[src/rtl/axi_burst_writer.sv]
// axi_burst_writer: turns a (start address, word count) command plus a data
// stream into a sequence of AXI4 INCR write bursts, one burst in flight at a time.
module axi_burst_writer #(
    parameter int unsigned ADDR_WIDTH = 12,
    parameter int unsigned ID_WIDTH   = 4,
    parameter int unsigned DATA_WIDTH = 32,
    parameter int unsigned MAX_BURST  = 16,
    parameter int unsigned WRITE_ID   = 0
) (
    input  logic                      aclk,
    input  logic                      aresetn,
    // command
    input  logic                      cmd_valid,
    output logic                      cmd_ready,
    input  logic [ADDR_WIDTH-1:0]     cmd_addr,
    input  logic [15:0]               cmd_words,
    // data stream
    input  logic [DATA_WIDTH-1:0]     din,
    input  logic                      din_valid,
    output logic                      din_ready,
    // AXI4 write address
    output logic [ID_WIDTH-1:0]       m_awid,
    output logic [ADDR_WIDTH-1:0]     m_awaddr,
    output logic [7:0]                m_awlen,
    output logic [2:0]                m_awsize,
    output logic [1:0]                m_awburst,
    output logic                      m_awvalid,
    input  logic                      m_awready,
    // AXI4 write data
    output logic [ID_WIDTH-1:0]       m_wid,
    output logic [DATA_WIDTH-1:0]     m_wdata,
    output logic [DATA_WIDTH/8-1:0]   m_wstrb,
    output logic                      m_wlast,
    output logic                      m_wvalid,
    input  logic                      m_wready,
    // AXI4 write response
    input  logic [ID_WIDTH-1:0]       m_bid,
    input  logic [1:0]                m_bresp,
    input  logic                      m_bvalid,
    output logic                      m_bready,
    // status
    output logic                      busy,
    output logic                      done,
    output logic                      err
);

    localparam int unsigned STRB_WIDTH = DATA_WIDTH / 8;
    localparam logic [2:0]  AW_SIZE    = 3'($clog2(STRB_WIDTH));

    localparam logic [1:0] ST_IDLE = 2'd0;
    localparam logic [1:0] ST_ADDR = 2'd1;
    localparam logic [1:0] ST_DATA = 2'd2;
    localparam logic [1:0] ST_RESP = 2'd3;

    logic [1:0]            state_q, state_d;
    logic [ADDR_WIDTH-1:0] cur_addr_q, cur_addr_d;
    logic [15:0]           remaining_q, remaining_d;
    logic [7:0]            beat_q, beat_d;
    logic                  err_q, err_d;
    logic                  done_q, done_d;
    logic                  ready_en_q;
    logic [8:0]            burst_beats;
    logic                  w_hs;

    // The burst response ID is not used: only one burst is ever outstanding.
    logic unused_ok;
    assign unused_ok = ^m_bid;

    // Beats in the next burst: whatever is left, capped at MAX_BURST.
    always_comb begin
        if (remaining_q > 16'(MAX_BURST)) begin
            burst_beats = 9'(MAX_BURST);
        end else begin
            burst_beats = 9'(remaining_q);
        end
    end

    // Output decode; AW fields come straight from registers so they hold until accepted.
    always_comb begin
        cmd_ready = (state_q == ST_IDLE) && ready_en_q;
        m_awid    = ID_WIDTH'(WRITE_ID);
        m_awaddr  = cur_addr_q;
        m_awlen   = 8'(burst_beats - 9'd1);
        m_awsize  = AW_SIZE;
        m_awburst = 2'b01;
        m_awvalid = (state_q == ST_ADDR);
        m_wid     = ID_WIDTH'(WRITE_ID);
        m_wdata   = din;
        m_wstrb   = '1;
        m_wlast   = (state_q == ST_DATA) && (beat_q == 8'd0);
        m_wvalid  = (state_q == ST_DATA) && din_valid;
        din_ready = (state_q == ST_DATA) && m_wready;
        m_bready  = (state_q == ST_RESP);
        busy      = (state_q != ST_IDLE);
        done      = done_q;
        err       = err_q;
        w_hs      = (state_q == ST_DATA) && din_valid && m_wready;
    end

    // Next-state logic for the command/burst sequencer.
    always_comb begin
        state_d     = state_q;
        cur_addr_d  = cur_addr_q;
        remaining_d = remaining_q;
        beat_d      = beat_q;
        err_d       = err_q;
        done_d      = 1'b0;
        case (state_q)
            ST_IDLE: begin
                if (cmd_valid && cmd_ready) begin
                    cur_addr_d  = cmd_addr;
                    remaining_d = cmd_words;
                    err_d       = 1'b0;
                    if (cmd_words == 16'd0) begin
                        done_d = 1'b1;
                    end else begin
                        state_d = ST_ADDR;
                    end
                end
            end
            ST_ADDR: begin
                if (m_awready) begin
                    beat_d  = m_awlen;
                    state_d = ST_DATA;
                end
            end
            ST_DATA: begin
                if (w_hs) begin
                    beat_d      = beat_q - 8'd1;
                    remaining_d = remaining_q - 16'd1;
                    cur_addr_d  = cur_addr_q + ADDR_WIDTH'(STRB_WIDTH);
                    if (beat_q == 8'd0) begin
                        state_d = ST_RESP;
                    end
                end
            end
            ST_RESP: begin
                if (m_bvalid) begin
                    if (m_bresp != 2'b00) begin
                        err_d = 1'b1;
                    end
                    if (remaining_q == 16'd0) begin
                        state_d = ST_IDLE;
                        done_d  = 1'b1;
                    end else begin
                        state_d = ST_ADDR;
                    end
                end
            end
            default: state_d = ST_IDLE;
        endcase
    end

    // State registers; reset abandons any burst in progress.
    always_ff @(posedge aclk or negedge aresetn) begin
        if (!aresetn) begin
            state_q     <= ST_IDLE;
            cur_addr_q  <= '0;
            remaining_q <= '0;
            beat_q      <= '0;
            err_q       <= 1'b0;
            done_q      <= 1'b0;
        end else begin
            state_q     <= state_d;
            cur_addr_q  <= cur_addr_d;
            remaining_q <= remaining_d;
            beat_q      <= beat_d;
            err_q       <= err_d;
            done_q      <= done_d;
        end
    end

    // Hold off command acceptance until the first clock after reset release.
    always_ff @(posedge aclk or negedge aresetn) begin
        if (!aresetn) begin
            ready_en_q <= 1'b0;
        end else begin
            ready_en_q <= 1'b1;
        end
    end

endmodule

[config.mk]
export PLATFORM = sky130hd
export DESIGN_NAME = axi_burst_writer
export DESIGN_NICKNAME = d
export VERILOG_FILES = /design/src/rtl/axi_burst_writer.sv
export SDC_FILE = /design/constraint.sdc
export NUM_CORES = 1
export LEC_CHECK = 0
export CORE_MARGIN = 3
export CORE_UTILIZATION = 42
export CTS_CLUSTER_DIAMETER = 30
export DETAILED_ROUTE_END_ITERATION = 12
export PLACE_DENSITY = 0.82
export SLEW_MARGIN = 20
export SYNTH_ARGS = -nofsm -noshare
export SYNTH_HDL_FRONTEND = slang
export SYNTH_SLANG_ARGS = --single-unit
[constraint.sdc]
create_clock -name aclk -period 2.7 [get_ports aclk]
set_clock_uncertainty 0.1 [all_clocks]
set_input_delay 0.675 -clock aclk [delete_from_list [all_inputs] [get_ports aclk]]
set_output_delay 0.675 -clock aclk [all_outputs]
set_load 0.03 [all_outputs]
# Yosys cells after proc, flatten, opt, wreduce, memory -nomap -nowiden

Index checks and enable logic that the tools add are counted.

Register bits after elaboration: 41
Input port bits: 73
Output and inout bits: 78
Word-level logic and storage cells: 68

$add $sub $neg: 4
$lt $le $gt $ge: 1
Eq/ne operators: 10
Muxes and demuxes: 27
Reduce and logical (&&, ||, !) cells: 19

Operators with widths:

| cell                                                            | number |
|---|---|
| logical NOT 16 bit                                              | 2 |
| 2-to-1 mux 16 bit                                               | 2 |
| case mux 16 bit (2 select lines)                                | 1 |
| 2-to-1 mux 12 bit                                               | 2 |
| 2-to-1 mux 8 bit                                                | 3 |
| case mux 12 bit (2 select lines)                                | 1 |
| greater-than comparator 16 x 5 -> 1 bit (second input constant) | 1 |
| case mux 8 bit (2 select lines)                                 | 1 |
| subtractor 16 x 1 -> 16 bit (second input constant)             | 1 |
| subtractor 8 x 1 -> 8 bit (second input constant)               | 2 |
| adder 12 x 3 -> 12 bit (second input constant)                  | 1 |
| 2-to-1 mux 2 bit                                                | 6 |
| nonzero test 2 bit                                              | 5 |
| logical NOT 8 bit                                               | 1 |
| 2-to-1 mux 1 bit                                                | 8 |
| inequality test 2 bit (second input constant)                   | 4 |
| case mux 2 bit (4 select lines)                                 | 1 |
| logical AND 1 bit                                               | 6 |
| inequality test 2 x 1 -> 1 bit (second input constant)          | 3 |
| AND reduction 3 bit                                             | 2 |
| AND reduction 6 bit                                             | 1 |
| == test 2 bit (second input constant)                           | 2 |
| case mux 1 bit (2 select lines)                                 | 2 |
| AND reduction 4 bit                                             | 1 |
| other kinds (2)                                                 | 2 |

# Depth between registers and ports, before layout

Gate-level depths: netlist (run 1).

Word-level depth: 5
Gate-level depth with buffers: 9
Depth with buffers taken out: 9

# Worst setup path before layout (run 1)

No wires, ideal clock.

Path kind: flip-flop to output port
Start: register remaining_q[9]
End: output m_awlen[2]
Arrival time: 2.300 ns
Data required time: 1.925 ns
Path slack: -0.375 ns
Stages on the path, launching flop included: 8
Buffers on the path: 1
Path through: dfrtp_1 > buf_6 > nor4_1 > nand3_2 > a21oi_2 > nand2_1 > ha_1 > xnor2_1

Longest elaborated chain between the ends: 3

RTL lines:

| item                                    | RTL line | RTL |
|---|---|---|
| from (decl)                             | 57       | `logic [15:0] remaining_q, remaining_d;` |
| from (signal assigned)                  | 166      | `remaining_q <= remaining_d;` |
| greater-than comparator 16 x 5 -> 1 bit | 71       | `if (remaining_q > 16'(MAX_BURST)) begin` |
| 2-to-1 mux 8 bit                        | 71       |  |
| subtractor 8 x 1 -> 8 bit               | 83       | `m_awlen = 8'(burst_beats - 9'd1);` |
| to (decl)                               | 24       | `output logic [7:0] m_awlen,` |

Every way passes these cells.

# Worst setup path in the final report (run 1)

Start: register remaining_q[12]
End: output m_awlen[4]

Same word-level chain as after synthesis.

==> results of run 1 <==
[synthesized netlist by cell type, types with 3 or more instances]
master	count
nor4_1	6
buf_2	4
nand3_1	14
nand4_1	3
a21oi_1	24
o21ai_0	26
a211oi_1	3
mux2i_1	9
o22a_1	8
and3_1	16
nand2_1	42
and2_1	5
o221a_2	7
ha_1	11
nor2_1	36
dfrtp_1	41
inv_1	9
o22ai_1	8
buf_1	3
a221o_1	3
or2_2	3
clkbuf_1	8
nor3_1	9
buf_4	49
or3_1	7
[layout make-up]
| type | count | area (um^2) |
|---|---|---|
| Clock inverter | 3 | 46.3 |
| Fill cell | 660 | 3250 |
| Tap cell | 99 | 124 |
| Clock buffer | 5 | 68.8 |
| Multi-Input combinational cell | 297 | 1870 |
| Sequential cell | 41 | 1030 |
| Timing Repair Buffer | 103 | 938 |
| Inverter | 10 | 37.5 |
[registers in the layout, summed over array words and instances, names as in the netlist]
register,cells
err,1
beat_q,8
state_q,2
remaining_q,16
m_awaddr,12
done,1
ready_en_q,1
[what timing repair did]
action,4_1_cts,5_1_grt
gates resized for setup,17,14
endpoints found under the setup margin,6,8
buffers inserted,2,2
pin swaps,5,3
hold buffers,0,0
gates cloned,0,0
[cells by family (layout without fill, tap and decap cells)]
family          Yosys count  in the layout
xor+xnor                  2              2
mux                      10             10
buf+inv                  75            121
fa+ha+maj                11             11
compound gates          100            100
other cells               2             18
simple gates            156            156
flops                    41             41
[metrics by stage]
stage / util [%] / hold slack (ns) / worst slack (ns) / total power [mW] / area, um^2
2_1_floorplan: - / 0.279 / 0.00168 / 3.27 / 3340
3_3_place_gp: 53.4 / 0.363 / -0.134 / 4.12 / 3940
3_5_place_dp: 53.4 / 0.372 / -0.158 / 4.24 / 3940
4_1_cts: 55.6 / 0.351 / -0.185 / 4.80 / 4100
5_1_grt: 55.8 / 0.383 / -0.322 / 5.21 / 4120
6_report: 55.8 / 0.335 / -0.212 / 4.82 / 4120
[where the power goes]
group          internal, mW  switching [mW]  leakage [nW]  total (mW)
combinational          1.36            1.71          1.23        3.07
sequential            0.915           0.317         0.482        1.23
clock                 0.277           0.240        0.0543       0.517
[worst max-delay path: stages, from the launching register on]
cell and delay, ns:
dfrtp_1 0.40, nor4_2 0.30, buf_4 0.17, nand3_4 0.08
a21oi_4 0.16, nand2_2 0.08, ha_2 0.19, buf_6 0.13
mux2i_4 0.17, buf_6 0.16
[routing by layer]
layer	up-vias	wire, um	track usage [%]
met4	0	104	5.78
met5	-	0	0
li1	1492	-	-
met1	1464	3550	25.6
met3	13	614	3.93
met2	116	4290	33.9
[worst max path at each step]
stage / startpoint / endpoint / slack [ns]
CTS: remaining_q[10]$_DFFE_PN0P_ / m_awlen[4] / -0.19
floorplan: state_q[0]$_DFFE_PN0P_ / din_ready / 0.002
finish: remaining_q[12]$_DFFE_PN0P_ / m_awlen[4] / -0.21
detailed placement: remaining_q[12]$_DFFE_PN0P_ / m_awlen[6] / -0.16
global route: remaining_q[12]$_DFFE_PN0P_ / m_awlen[4] / -0.32
global placement: remaining_q[14]$_DFFE_PN0P_ / m_awlen[6] / -0.13
==> key figures, run 1 <==
Run status
  • Status: finished, violations left
  • Failing checks: setup timing

Setup path
  • Reg-to-Reg Start: state_q[0]$_DFFE_PN0P_
  • Worst EP arrival: 2.14 ns
  • CP Launch Type: flip-flop
  • Reg2reg setup slack: 0.35 ns
  • R2R Path End: state_q[1]$_DFFE_PN0P_
  • Critical path class: reg2out
  • Worst r2r path cells: 7
  • CP Max Fanout: 3
  • CP Capture Type: output port
  • CP Data Required Time: 1.92 ns

Logic synthesis
  • Compound-Gate Fraction of Synth Area: 21.0%
  • Simple-gate area share of the yosys netlist: 24.5%
  • Yosys reg bits: 41
  • Register area share after synthesis: 31.6%
  • Number of synthesized flops with an enable pin: 0
  • Xor and xnor area share after synthesis: 0.539%
  • Avg Inst Size Synth: 8.18 um^2
  • Post-synth top flop: dfrtp_1
  • Synth area leader: dfrtp_1
  • Top cells by area, synth: dfrtp_1, buf_4, nand2_1
  • Syn. warnings: 0
  • Fraction of synthesized area in multiplexers: 3.12%
  • Synth Cell Area: 0.00325 mm^2
  • Async SR Flop Fraction: 100%
  • Post-synth top area share: 31.6%
  • Adder-Cell Fraction of Synth Area: 4.24%
  • Mapped Cells: 397
  • Synth unique cells: 56
  • Largest family of logic cells by synthesized area: simple AND/OR/NAND/NOR gates

STA
  • Final hold viol count: 0
  • TNS Setup: -0.498 ns
  • Final setup violating endpoints: 4
  • Crit share post-route: 108%
  • Max frequency: 343 MHz
  • Worst slew pin tran: 0.533 ns
  • Worst setup margin: -0.212 ns
  • Period minus WS final: 2.91 ns
  • Slew HR: 64.4%
  • Unrepaired setup endpoints after global routing: true
  • Fin. max-slew vios: 0

Floorplanning
  • Die height: 93.9 um
  • Starting density of the core: 44.1%
  • Number of top-level pins: 151
  • Num rows: 31
  • Die W: 93.9 um
  • Placeable Area: 0.00737 mm^2
  • Die Area: 0.00882 mm^2

Hold path
  • Worst min path class: in2async

Layout
  • Nets@finish: 542
  • Commonest cells after routing, fill and taps aside: clkdlybuf4s50_1, buf_4, dfrtp_1
  • Non-Filler Instances: 558
  • # diodes: 0
  • Commonest non-fill, non-tap cell in the layout: clkdlybuf4s50_1
  • Layout cells sized above 1: 20.3%
  • P&R area growth vs syn: 26.7%

Routing
  • Wirelength, routed: 8550 um
  • DR iter-0 viols: 129
  • Drt pass-1 iters: 4
  • Remaining DRCs: 0
  • Wire per inst: 15.3 um
  • Final ANT Viol Nets: 0
  • Routed via count: 3085
  • Via/cell ratio: 5.53

Clock network
  • Reg clk slew, reported paths: 0.10 ns
  • CTS max path bufs: 2
  • CTS tree: built
  • H-tree depth: 2
  • Root Driver: clkbuf_8
  • Clk sinks: 41
  • Skew-Pair Late Insertion Delay: 0.30 ns
  • CTS Buf Count: 5

Flow run
  • Max-cap viol count: 0

Place
  • DPL Wire Length: 6380 um
  • I/O Buffers: 65
  • Cell total after placement: 548
  • Routability Congestion: 0.912

Power
  • Pwr Density: 1170 mW/mm^2
  • Static Leak: 1.77 nW
  • Max VDD drop: 0.000494 V

GRT
  • Tot GR Track Use: 20.0%
  • Initial antenna violation count: 0
  • First-pass GRT wire length: 14300 um
  • Largest net degree at the start of global routing: 46
  • Grt total ovfl: 0
  • Vias in the first global route: 3014
Power figures use the tool's default switching activity.
==> run 2: changes to the inputs <==
- HOLD_SLACK_MARGIN: unset -> 0.06
- SKIP_CTS_REPAIR_TIMING: unset -> 1
==> key figures, run 2 (synthesis gave the netlist of run 1 again) <==
Floorplanning
  • Starting density of the core: 44.1% (unchanged)
  • Die height: 93.9 um (unchanged)
  • Number of top-level pins: 151 (unchanged)
  • Die W: 93.9 um (unchanged)
  • Placeable Area: 0.00737 mm^2 (unchanged)
  • Die Area: 0.00882 mm^2 (unchanged)
  • Num rows: 31 (unchanged)

Clock network
  • CTS Buf Count: 5 (unchanged)
  • Clk sinks: 41 (unchanged)
  • CTS max path bufs: 2 (unchanged)
  • H-tree depth: 2 (unchanged)
  • Root Driver: clkbuf_8
  • Reg clk slew, reported paths: 0.10 ns (about the same)
  • CTS tree: built
  • Skew-Pair Late Insertion Delay: 0.31 ns (about the same)

STA
  • Crit share post-route: 107% (-0.87 points)
  • Unrepaired setup endpoints after global routing: true
  • Period minus WS final: 2.89 ns (-0.0236 ns)
  • TNS Setup: -0.407 ns (+0.0907 ns)
  • Worst slew pin tran: 0.538 ns (+0.00437 ns)
  • Fin. max-slew vios: 0 (unchanged)
  • Worst setup margin: -0.189 ns (+0.0236 ns)
  • Max frequency: 346 MHz (+0.82%)
  • Final hold viol count: 0 (unchanged)
  • Final setup violating endpoints: 4 (unchanged)
  • Slew HR: 64.1% (-0.29 points)
  • Hold slack: 0.328 ns (-0.00661 ns)

Place
  • Cell total after placement: 548 (unchanged)
  • Routability Congestion: 0.912 (unchanged)
  • DPL Wire Length: 6380 um (unchanged)
  • I/O Buffers: 65 (unchanged)
  • Worst slack, placed: -0.158 ns (unchanged)
  • Dpl cell area: 0.00394 mm^2 (unchanged)

Routing
  • Drt pass-1 iters: 5 (+1)
  • Wire per inst: 15.2 um (-0.87%)
  • Via/cell ratio: 5.60 (+1.2%)
  • Routed via count: 3134 (+1.6%)
  • Final ANT Viol Nets: 0 (unchanged)
  • Wirelength, routed: 8510 um (-0.51%)
  • DR iter-0 viols: 138 (+7.0%)
  • Remaining DRCs: 0 (unchanged)

Flow run
  • Max-cap viol count: 0 (unchanged)

Layout
  • Largest register FFs: 16 (unchanged)
  • Utilization after layout: 56.0% (+0.14 points)
  • Top reg by flops: remaining_q
  • # diodes: 0 (unchanged)
  • Commonest non-fill, non-tap cell in the layout: clkdlybuf4s50_1
  • Layout cells sized above 1: 20.4% (+0.13 points)
  • Commonest cells after routing, fill and taps aside: clkdlybuf4s50_1, buf_4, dfrtp_1
  • P&R area growth vs syn: 27.1%
  • Nets@finish: 544 (+0.37%)
  • Non-Filler Instances: 560 (+0.36%)
  • Filler cells: 663 (+0.45%)
  • Post-Layout Inst Area: 0.00413 mm^2 (+0.24%)

Hold path
  • Worst min path class: in2async

Setup path
  • Crit path cell chain: nor4_2, buf_4, nand3_4, a21oi_4, nand2_2, ha_2, buf_6, mux2i_4, buf_6
  • CP Data Required Time: 1.92 ns (about the same)
  • CP max-delay cell: dfrtp_1
  • CP peak stage delay: 0.41 ns (about the same)
  • CP Max Fanout: 3 (unchanged)
  • Top cell by count, worst path: buf_6
  • Critical path class: reg2out
  • CP Launch Type: flip-flop
  • CP Capture Type: output port
  • Worst EP arrival: 2.11 ns (-0.03 ns)

Power
  • Max VDD drop: 0.000493 V (-0.17%)
  • Pwr Density: 1170 mW/mm^2 (-0.27%)
  • Power Total: 4.82 mW (about the same)
  • Static Leak: 1.77 nW (+0.25%)

GRT
  • Grt total ovfl: 0 (unchanged)
  • Largest net degree at the start of global routing: 46 (unchanged)
  • Tot GR Track Use: 19.6% (-0.40 points)
  • First-pass GRT wire length: 14000 um (-1.7%)
  • Vias in the first global route: 3013 (-0.033%)
  • Initial antenna violation count: 0 (unchanged)

Run status
  • Status: finished, violations left
  • Failing checks: setup timing
[run 2: changes by cell type in the layout (fill, tap and decap cells not counted)]
cell            previous run  this run
clkbuf_2                   1         0
buf_2                      1         3
buf_4                     42        44
dlymetal6s2s_1             2         3
buf_6                      6         4
[run 2: layer usage]
layer	track usage [%]	vias up	part of all wire [%]
met5	0	-	0
met4	6.98	0	1.7
met3	3.69	16	6.9
met2	32.5	129	49
met1	25.3	1492	43
li1	-	1497	-
[run 2: report_power, final]
| group | switching, mW | internal, mW | leakage, nW |
|---|---|---|---|
| clock | 0.245 | 0.277 | 0.0543 |
| combinational | 1.71 | 1.36 | 1.24 |
| sequential | 0.316 | 0.915 | 0.482 |
[run 2: layout make-up]
type | instances | area (um^2) | area share, %
Multi-Input combinational cell | 297 | 1870 | 45.4
Sequential cell | 41 | 1030 | 24.9
Timing Repair Buffer | 105 | 948 | 23.0
Tap cell | 99 | 124 | 3.00
Clock buffer | 5 | 68.8 | 1.67
Clock inverter | 3 | 46.3 | 1.12
Inverter | 10 | 37.5 | 0.910
[run 2: worst max-delay path, delay by kind of cell, from the launching register on]
kind                     cells  cell delay [ns]
buffers and inverters        3             0.45
AND/OR/NAND/NOR              3             0.42
flip-flops                   1             0.41
adder cells (fa/ha/maj)      1             0.19
multiplexers                 1             0.18
AO/OA/AOI/OAI                1             0.16
[run 2: path summary, 6_finish.rpt]
path	from	end	slack (ns)	depth (start not counted)
max in group asynchronous	aresetn	ready_en_q$_DFF_PN0_	1.79	2
min in group aclk	m_awaddr[0]$_DFFE_PN0P_	m_awaddr[0]$_DFFE_PN0P_	0.39	2
worst max register to register	state_q[0]$_DFFE_PN0P_	state_q[1]$_DFFE_PN0P_	0.34	7
worst min-delay path	aresetn	remaining_q[8]$_DFFE_PN0P_	0.33	2
worst max-delay path	remaining_q[10]$_DFFE_PN0P_	m_awlen[4]	-0.19	9
worst min register to register	m_awaddr[0]$_DFFE_PN0P_	m_awaddr[0]$_DFFE_PN0P_	0.39	2
==> run 3: changes to the inputs <==
--- a/config.mk
+++ b/config.mk
@@ -13,5 +13,5 @@
 export PLACE_DENSITY = 0.82
 export SKIP_CTS_REPAIR_TIMING = 1
-export SLEW_MARGIN = 20
+export SLEW_MARGIN = 15
 export SYNTH_ARGS = -nofsm -noshare
 export SYNTH_HDL_FRONTEND = slang
==> constraint.sdc (replaced) <==
create_clock -name aclk -period 2.7 [get_ports aclk]
set_clock_uncertainty 0.1 [all_clocks]
set_input_delay 0.405 -clock aclk [delete_from_list [all_inputs] [get_ports aclk]]
set_output_delay 0.405 -clock aclk [all_outputs]
set_load 0.03 [all_outputs]
==> key figures, run 3 (synthesis gave the netlist of run 1 again) <==
Run status
  • Status: complete, no violations

Clock network
  • Reg clk slew, reported paths: 0.08 ns (-0.02 ns)
  • Root Driver: clkbuf_8
  • Clk sinks: 41 (unchanged)
  • Skew-Pair Late Insertion Delay: 0.29 ns (-0.02 ns)
  • CTS tree: built
  • CTS Buf Count: 5 (unchanged)
  • CTS max path bufs: 2 (unchanged)
  • H-tree depth: 2 (unchanged)

Layout
  • Commonest non-fill, non-tap cell in the layout: clkdlybuf4s50_1
  • # diodes: 0 (unchanged)
  • Utilization after layout: 54.3% (-1.6 points)
  • Commonest cells after routing, fill and taps aside: clkdlybuf4s50_1, nand2_1, dfrtp_1
  • Top reg by flops: remaining_q
  • Post-Layout Inst Area: 0.00401 mm^2 (-2.9%)
  • Layout cells sized above 1: 15.7% (-4.7 points)
  • Nets@finish: 528 (-2.9%)
  • Largest register FFs: 16 (unchanged)
  • P&R area growth vs syn: 23.4%

Power
  • Static Leak: 1.73 nW (-2.3%)
  • Max VDD drop: 0.000499 V (+1.2%)
  • Pwr Density: 1160 mW/mm^2 (-0.70%)

Setup path
  • CP Data Required Time: 2.19 ns (+0.27 ns)
  • CP Max Fanout: 3 (unchanged)
  • CP Launch Type: flip-flop
  • Crit path cell chain: nor4_4, nand3_2, a21oi_2, nand2_1, ha_2, buf_6, mux2i_4, buf_6
  • Critical path class: reg2out
  • CP Capture Type: output port
  • Reg-to-Reg Start: state_q[0]$_DFFE_PN0P_
  • Worst r2r path cells: 7 (unchanged)
  • Reg2reg setup slack: 0.30 ns (-0.04 ns)
  • CP peak stage delay: 0.41 ns (about the same)
  • CP max-delay cell: dfrtp_1
  • R2R Path End: state_q[1]$_DFFE_PN0P_
  • Top cell by count, worst path: buf_6
  • Worst EP arrival: 2.15 ns (+0.04 ns)

Floorplanning
  • Die height: 93.9 um (unchanged)
  • Die Area: 0.00882 mm^2 (unchanged)
  • Starting density of the core: 44.1% (unchanged)
  • Num rows: 31 (unchanged)
  • Die W: 93.9 um (unchanged)
  • Number of top-level pins: 151 (unchanged)
  • Placeable Area: 0.00737 mm^2 (unchanged)

GRT
  • Vias in the first global route: 2896 (-3.9%)
  • Largest net degree at the start of global routing: 42 (-8.7%)
  • Tot GR Track Use: 18.7% (-0.88 points)
  • Grt total ovfl: 0 (unchanged)
  • First-pass GRT wire length: 13400 um (-4.3%)
  • Initial antenna violation count: 0 (unchanged)

STA
  • Period minus WS final: 2.65 ns (-0.235 ns)
  • Final hold viol count: 0 (unchanged)
  • Max frequency: 377 MHz (+8.8%)
  • TNS Setup: 0 ns (+0.407 ns)
  • Worst setup margin: 0.0462 ns (+0.235 ns)
  • Fin. max-slew vios: 0 (unchanged)
  • Slew HR: 37.2% (-27 points)
  • Final setup violating endpoints: 0 (-4)
  • Worst slew pin tran: 0.942 ns (+0.405 ns)
  • Crit share post-route: 98.3% (-8.7 points)

Routing
  • Final ANT Viol Nets: 0 (unchanged)
  • Drt pass-1 iters: 4 (-1)
  • DR iter-0 viols: 219 (+59%)
  • Routed via count: 3029 (-3.4%)
  • Remaining DRCs: 0 (unchanged)
  • Via/cell ratio: 5.57 (-0.51%)
  • Wirelength, routed: 8390 um (-1.4%)
  • Wire per inst: 15.4 um (+1.5%)

Place
  • DPL Wire Length: 6220 um (-2.5%)
  • Dpl cell area: 0.00379 mm^2 (-3.7%)
  • Worst slack, placed: -0.00477 ns (+0.154 ns)
  • I/O Buffers: 65 (unchanged)
  • Routability Congestion: 0.867 (-5.0%)

Hold path
  • Worst min path class: in2async

Flow run
  • Max-cap viol count: 0 (unchanged)
==> run 3: changes by cell type in the layout (fill, tap and decap cells not counted), sizes merged <==
cell and delta:
clkbuf +2, clkinvlp -1, buf -23, dlymetal6s2s +2, clkdlybuf4s50 +5, clkinv -1
==> run 3: worst max path at each step <==
stage	start	end	slack [ns]	cells after the start
after detailed placement	remaining_q[6]$_DFFE_PN0P_	m_awlen[6]	-0.005	7
after CTS	remaining_q[6]$_DFFE_PN0P_	m_awlen[6]	-0.33	7
after global routing	remaining_q[12]$_DFFE_PN0P_	m_awlen[4]	-0.06	8
after global placement	remaining_q[14]$_DFFE_PN0P_	m_awlen[6]	0.1	7
after floorplan	remaining_q[9]$_DFFE_PN0P_	m_awlen[4]	0.04	7
final	remaining_q[5]$_DFFE_PN0P_	m_awlen[4]	0.05	8
==> run 3: layout make-up <==
class | count | area [um^2]
Clock buffer | 7 | 86.3
Clock inverter | 1 | 30.0
Fill cell | 656 | 3360
Inverter | 10 | 37.5
Multi-Input combinational cell | 297 | 1860
Sequential cell | 41 | 1030
Tap cell | 99 | 124
Timing Repair Buffer | 89 | 840
==> run 3: stage by stage <==
| step | total power [mW] | instances | hold slack (ns) |
|---|---|---|---|
| after detailed placement | 4.06 | 532 | 0.372 |
| after CTS | 4.59 | 540 | 0.191 |
| after global placement | 3.95 | 532 | 0.364 |
| final | 4.65 | 544 | 0.149 |
| after global routing | 5.04 | 544 | 0.220 |
| after floorplan | 3.27 | 413 | 0.00941 |
==> run 3: worst max-delay path: cells and delay by family (launching register included) <==
| kind | cells | cell delay (ns) |
|---|---|---|
| AOI/OAI and AO/OA | 1 | 0.16 |
| and+or+nand+nor | 3 | 0.61 |
| adders and majority gates | 1 | 0.21 |
| DFF | 1 | 0.41 |
| buffers and inverters | 2 | 0.30 |
| muxes | 1 | 0.17 |
==> run 3: power by group <==
| group | switching (mW) | internal [mW] |
|---|---|---|
| Clock | 0.209 | 0.302 |
| Combinational | 1.63 | 1.23 |
| Sequential | 0.367 | 0.916 |
| Total | 2.20 | 2.45 |
==> run 3: routing by layer <==
layer  part of all wire, %  vias up  global-route usage [%]
met1                    43     1436                    24.0
met2                    49      118                    32.1
met4                   1.1        0                    4.09
li1                      -     1464                       -
met3                   7.3       11                    4.01
met5                     0        -                       0
